**src/rtl/tb_clk_gen_multi.sv**
```systemverilog
// Multi-channel bench clock generator: NUM_CH phase-aligned divided clocks with
// free-running, single-step and counted-burst modes, all referenced to channel 0.

module clk_gen_multi_lane #(
  parameter int DIV_W  = 8,
  parameter bit IS_REF = 1'b0
) (
  input  logic             clk,
  input  logic             nReset,
  input  logic             i_load,
  input  logic             i_run,
  input  logic             i_kill,
  input  logic [DIV_W-1:0] i_div,
  output logic             o_clk,
  output logic             o_edge,
  output logic             o_bnd
);
  logic [DIV_W-1:0] r_div, r_cnt;
  logic             r_clk, r_edge;
  logic             w_wrap;

  assign w_wrap = (r_cnt == r_div);
  // only the reference lane reports the falling-to-rising period boundary
  assign o_bnd  = IS_REF ? (~r_clk & w_wrap) : 1'b0;
  assign o_clk  = r_clk;
  assign o_edge = r_edge;

  always_ff @(posedge clk or negedge nReset) begin
    if (!nReset) begin
      r_div  <= '0;
      r_cnt  <= '0;
      r_clk  <= 1'b0;
      r_edge <= 1'b0;
    end else if (i_load) begin
      r_div  <= i_div;
      r_cnt  <= '0;
      r_clk  <= 1'b1;
      r_edge <= 1'b1;
    end else if (i_kill) begin
      r_cnt  <= '0;
      r_clk  <= 1'b0;
      r_edge <= 1'b0;
    end else if (i_run) begin
      if (w_wrap) begin
        r_cnt  <= '0;
        r_clk  <= ~r_clk;
        r_edge <= ~r_clk;
      end else begin
        r_cnt  <= r_cnt + 1'b1;
        r_edge <= 1'b0;
      end
    end else begin
      r_edge <= 1'b0;
    end
  end
endmodule


```
**config.mk**
```make
export PLATFORM = sky130hd
export DESIGN_NAME = clk_gen_multi_lane
export DESIGN_NICKNAME = d
export VERILOG_FILES = /design/src/rtl/tb_clk_gen_multi.sv
export SDC_FILE = /design/constraint.sdc
export NUM_CORES = 1
export LEC_CHECK = 0
export CORE_MARGIN = 2
export CORE_UTILIZATION = 50
export CTS_CLUSTER_SIZE = 25
export DETAILED_ROUTE_END_ITERATION = 16
export GPL_TIMING_DRIVEN = 0
export PLACE_DENSITY = 0.84
export SLEW_MARGIN = 20
export SYNTH_ARGS = -nofsm -noshare
export SYNTH_HDL_FRONTEND = slang
export SYNTH_SLANG_ARGS = --single-unit
```
**constraint.sdc**
```tcl
create_clock -name clk -period 1.7 [get_ports clk]
set_input_delay 0.17 -clock clk [delete_from_list [all_inputs] [get_ports clk]]
set_output_delay 0.17 -clock clk [all_outputs]
set_load 0.1 [all_outputs]
```
# Yosys cells after proc, flatten, opt, wreduce, memory -nomap -nowiden
# Cells that the tools add are included.
[word_totals] regBits=18 wordCells=22 input_bits=13 output_inout_bits=3
[op_classes] n_reduce_logical=3 n_eq_ne=1 add_sub_neg=1 n_mux=12 bitwise_logic=1
[ops] cell="$mux 8" count=4
[ops] cell="$add 8x1->8 const B" count=1
[ops] cell="$eq 8x8->1" count=1
[ops] cell="$mux 1" count=8
[ops] cell="$reduce_bool 3->1" count=2
[ops] cell="$reduce_and 2->1" count=1
[ops] cell="$not 1->1" count=1

# Longest topological paths before layout
[logic_depth] depth_word=5 depth_mapped=5 ltp_nobuf=5

# Least setup slack after synthesis
# Ideal clock, no wire load.
[synth_path] path_kind="flip-flop to flip-flop" startpoint="register r_clk, in the netlist o_clk" endpoint="register r_clk, in the netlist o_clk" path_stages_with_launch=3 setup_time_ps=116 t_required_ps=1584 setup_slack_ps=124 t_arrival_ps=1461 synth_period_minus_slack_ps=1576 cell_sequence="dfrtp_1 > or4_1 > o311ai_0"
[synth_between] elab_chain_len=5
[synth_rtl] element="start: declaration" line_no="19" source="logic r_clk, r_edge;"
[synth_rtl] element="start signal: assignment" line_no="46" source="r_clk <= ~r_clk;"
[synth_rtl] element="$not 1->1" line_no="46"
[synth_rtl] element="$mux 1" line_no="44" source="if (w_wrap) begin"
[synth_rtl] element="$mux 1" line_no="43" source="end else if (i_run) begin"
[synth_rtl] element="$mux 1" line_no="39" source="end else if (i_kill) begin"
[synth_rtl] element="$mux 1" line_no="34" source="end else if (i_load) begin"
# No other way between the ends. The select of a mux whose other input is x is not followed.
# A chain may end at the register's enable or synchronous reset.

# Worst setup path after layout
[layout_path] startpoint="register r_edge, in the netlist o_edge" endpoint="output port o_edge"
[layout_rtl] element="start: declaration" line_no="19"
[layout_rtl] element="start signal: assignment" line_no="47" source="r_edge <= ~r_clk;"
[layout_rtl] element="end: declaration" line_no="15" source="output logic o_edge,"
# No word-level cell between the ends.

==> flow_summary.yaml <==
run_status:
  status: "completed"
floorplan:
  die_w_um: 46.1
  start_util_pct: 52.5
  die_area_mm2: 0.00213
  coreArea_mm2: 0.00169
  num_io_pins: 16
  num_rows: 15
  die-height_um: 46.1
timing:
  max_clock_freq_mhz: 611
  hold_violations: 0
  finalMaxSlewViolations: 0
  period_share_pct: 96.3
  finalWorstSetupSlack_ns: 0.0634
  setup_viol: 0
  tightest_slew_ns: 0.946
  skew_ns: 0.00308
  finalCriticalPeriod_ns: 1.64
  slew_headroom_pct: 37.2
  rsz0062_at_grt: "no"
worst_setup_path:
  slowest_delay_ns: 0.84
  endpoint_kind: "output port"
  critPathBufInv: 1
  slowest_stage: "dlygate4sd2_1"
  startpoint_type: "register"
  path_class: "register to output port"
  arrival_ns: 1.47
  cp_cell_sequence: "dlygate4sd2_1"
  crit_required_ns: 1.53
  cp_max_fo: 1
  cp_top_family: "buffers and inverters"
final_layout:
  antenna_cells: 0
  nets: 116
  final_area_mm2: 0.00109
  drive_above_1_share_pct: 15.8
  synthToLayoutAreaGrowth_pct: 22.8
  utilization_pct: 64.5
logic_synthesis:
  synth-edff-count: 0
  synth_area_leader_cell: "dfrtp_1"
  yosysSeqAreaShare_pct: 50.8
  synth_top_area_share_pct: 50.8
  yosys_warnings: 0
  synthArstFlopShare_pct: 100
  synth_top_flop_cell: "dfrtp_1"
  synth_cells: 83
  synth-seq-cells: 18
  synth_top_cells_by_area: "dfrtp_1 51%, xnor2_1 13%, mux2_2 10%"
  syn_nets: 97
  synth_area_um2: 887
  avgSynthCellArea_um2: 10.7
  synth.distinct_cells: 24
power:
  powerDensity_mw_per_mm2: 806
  p_leak_nw: 0.428
  vdd.ir_drop.worst_mv: 0.614
placed_design:
  routabilityCongestion: 0.760
  dp_worst_setup_slack_ns: -0.132
  io_buffers: 14
  hpwl_mm: 1.11
  place_area_mm2: 0.00105
cts:
  hold_buffers: 0
  cts-buffers-inserted: 3
  clkLatencyLatePin_ns: 0.30
  clk_pin_slew_ns: 0.10
  cts_tree: "done"
  cts.sinks: 18
  h-tree-depth: 1
  cts-root-buf: "clkbuf_4"
  cts.path.max_buffers: 2
worst_hold_path:
  hp-class: "input pin to asynchronous set/reset pin"
drt:
  drt_iter0_drc: 8
  final_antenna_net_count: 0
  drcViolationCount: 0
  wire_per_inst_um: 12.7
  viasPerCell: 5.42
  wirelength_mm: 1.49
  drtPass1Iterations: 4
  vias: 639
run:
  timing.max_cap.violations: 0
global_route:
  track_usage_pct: 17.3
  antenna_found_initial: 0
  grt_pass1_vias: 586
  gr-total-overflow: 0
  grt_pass1_wl_mm: 2.46
  grt_max_degree: 19
## timing repair
| action | CTS | global route |
|---|---|---|
| resized for setup | 5 | 0 |
| endpoints found under the setup margin | 8 | 0 |
| buffers inserted | 0 | 0 |
## metal layers
| layer | share of wire, % | track usage, % | wire, µm |
|---|---|---|---|
| met5 | 0 | 0 | 0 |
| met2 | 46 | 26.4 | 689 |
| met3 | 2.8 | 3.53 | 42 |
| met4 | 2.8 | 12.0 | 42 |
| met1 | 48 | 21.7 | 720 |
## flip-flops by register name, summed over array words and instances (netlist names)
name    flops
r_div       8
o_edge      1
o_clk       1
r_cnt       8
## per-stage QoR
step	TNS (ns)	std cells	hold slack (ns)	power (W)
after floorplan	0	83	-0.126	0.000565
after global placement	-0.440	114	0.515	0.000618
after detailed placement	-0.731	114	0.517	0.000622
after CTS	0	118	0.340	0.000888
after global routing	0	118	0.384	0.000914
final	0	118	0.314	0.000878
## worst reg2reg max path, cell delays in order (launching register included)
cell and delay, ns:
dfrtp_1 0.44, xnor2_1 0.16, nand4_1 0.25, o31ai_2 0.53, nor2_1 0.11
## cell usage after synthesis (all sizes together), types with 2 or more instances
| library cell | instances |
|---|---|
| buf | 2 |
| inv | 2 |
| dfrtp | 18 |
| xnor2 | 13 |
| mux2 | 8 |
| a21boi | 2 |
| nor2 | 13 |
| nand2 | 6 |
| o31ai | 2 |
| nor3 | 3 |
| nand4 | 2 |
## power breakdown
part           leakage (nW)  internal, W  switching (W)
logic                 0.180    0.0000673      0.0000766
clock network        0.0210     0.000131       0.000135
registers             0.227     0.000451      0.0000169
## layout make-up
| cell class | count | area [µm²] |
|---|---|---|
| inverter | 2 | 7.51 |
| multi-input combinational | 61 | 423 |
| sequential | 18 | 450 |
| timing repair buffer | 14 | 140 |
| fill | 130 | 599 |
| tap | 17 | 21.3 |
| clock buffer | 4 | 36.3 |
| buffer | 2 | 11.3 |
## final timing paths
check	slack, ns	start	to	cells past startpoint
min	0.31	nReset	r_cnt[2]	1
max	0.06	o_edge	o_edge	1
max reg2reg	0.09	r_cnt[4]	r_cnt[4]	4
min reg2reg	0.54	r_div[2]	r_div[2]	1
min in group clk	0.48	i_div[2]	r_div[2]	2
max in group asynchronous	0.91	nReset	r_cnt[5]	1
## logic make-up after synthesis
logic type	synth area share, %
buffers and inverters	2.12
AO/OA/AOI/OAI	7.33
other	0.423
multiplexers	10.2
AND/OR/NAND/NOR	14.0
adder cells (fa/ha/maj)	1.41
XOR/XNOR	13.8
flip-flops	50.8
## placed cells by master, fill, tap and decap left out
master,Yosys,layout
o211ai_1,1,1
clkdlybuf4s50_1,0,12
o31ai_1,2,1
dlygate4sd2_1,0,1
nand2b_1,1,1
a31o_2,1,1
o21ai_0,1,1
clkbuf_8,0,1
mux2_2,8,8
nand4_1,2,2
clkdlybuf4s15_2,0,1
conb_1,1,1
o31ai_2,0,1
buf_4,1,1
dfrtp_1,18,18
nor2_1,13,13
nand3_1,1,1
a21boi_0,2,2
nor3_1,3,3
buf_1,1,1
o311ai_0,1,1
or4_1,1,1
nor4_1,1,1
a21oi_1,1,1
ha_1,1,1
xor2_1,1,1
clkbuf_4,0,3
xnor2_1,13,13
inv_1,2,2
nand2_1,6,6
Note: power is estimated with default switching activity, not from simulation.
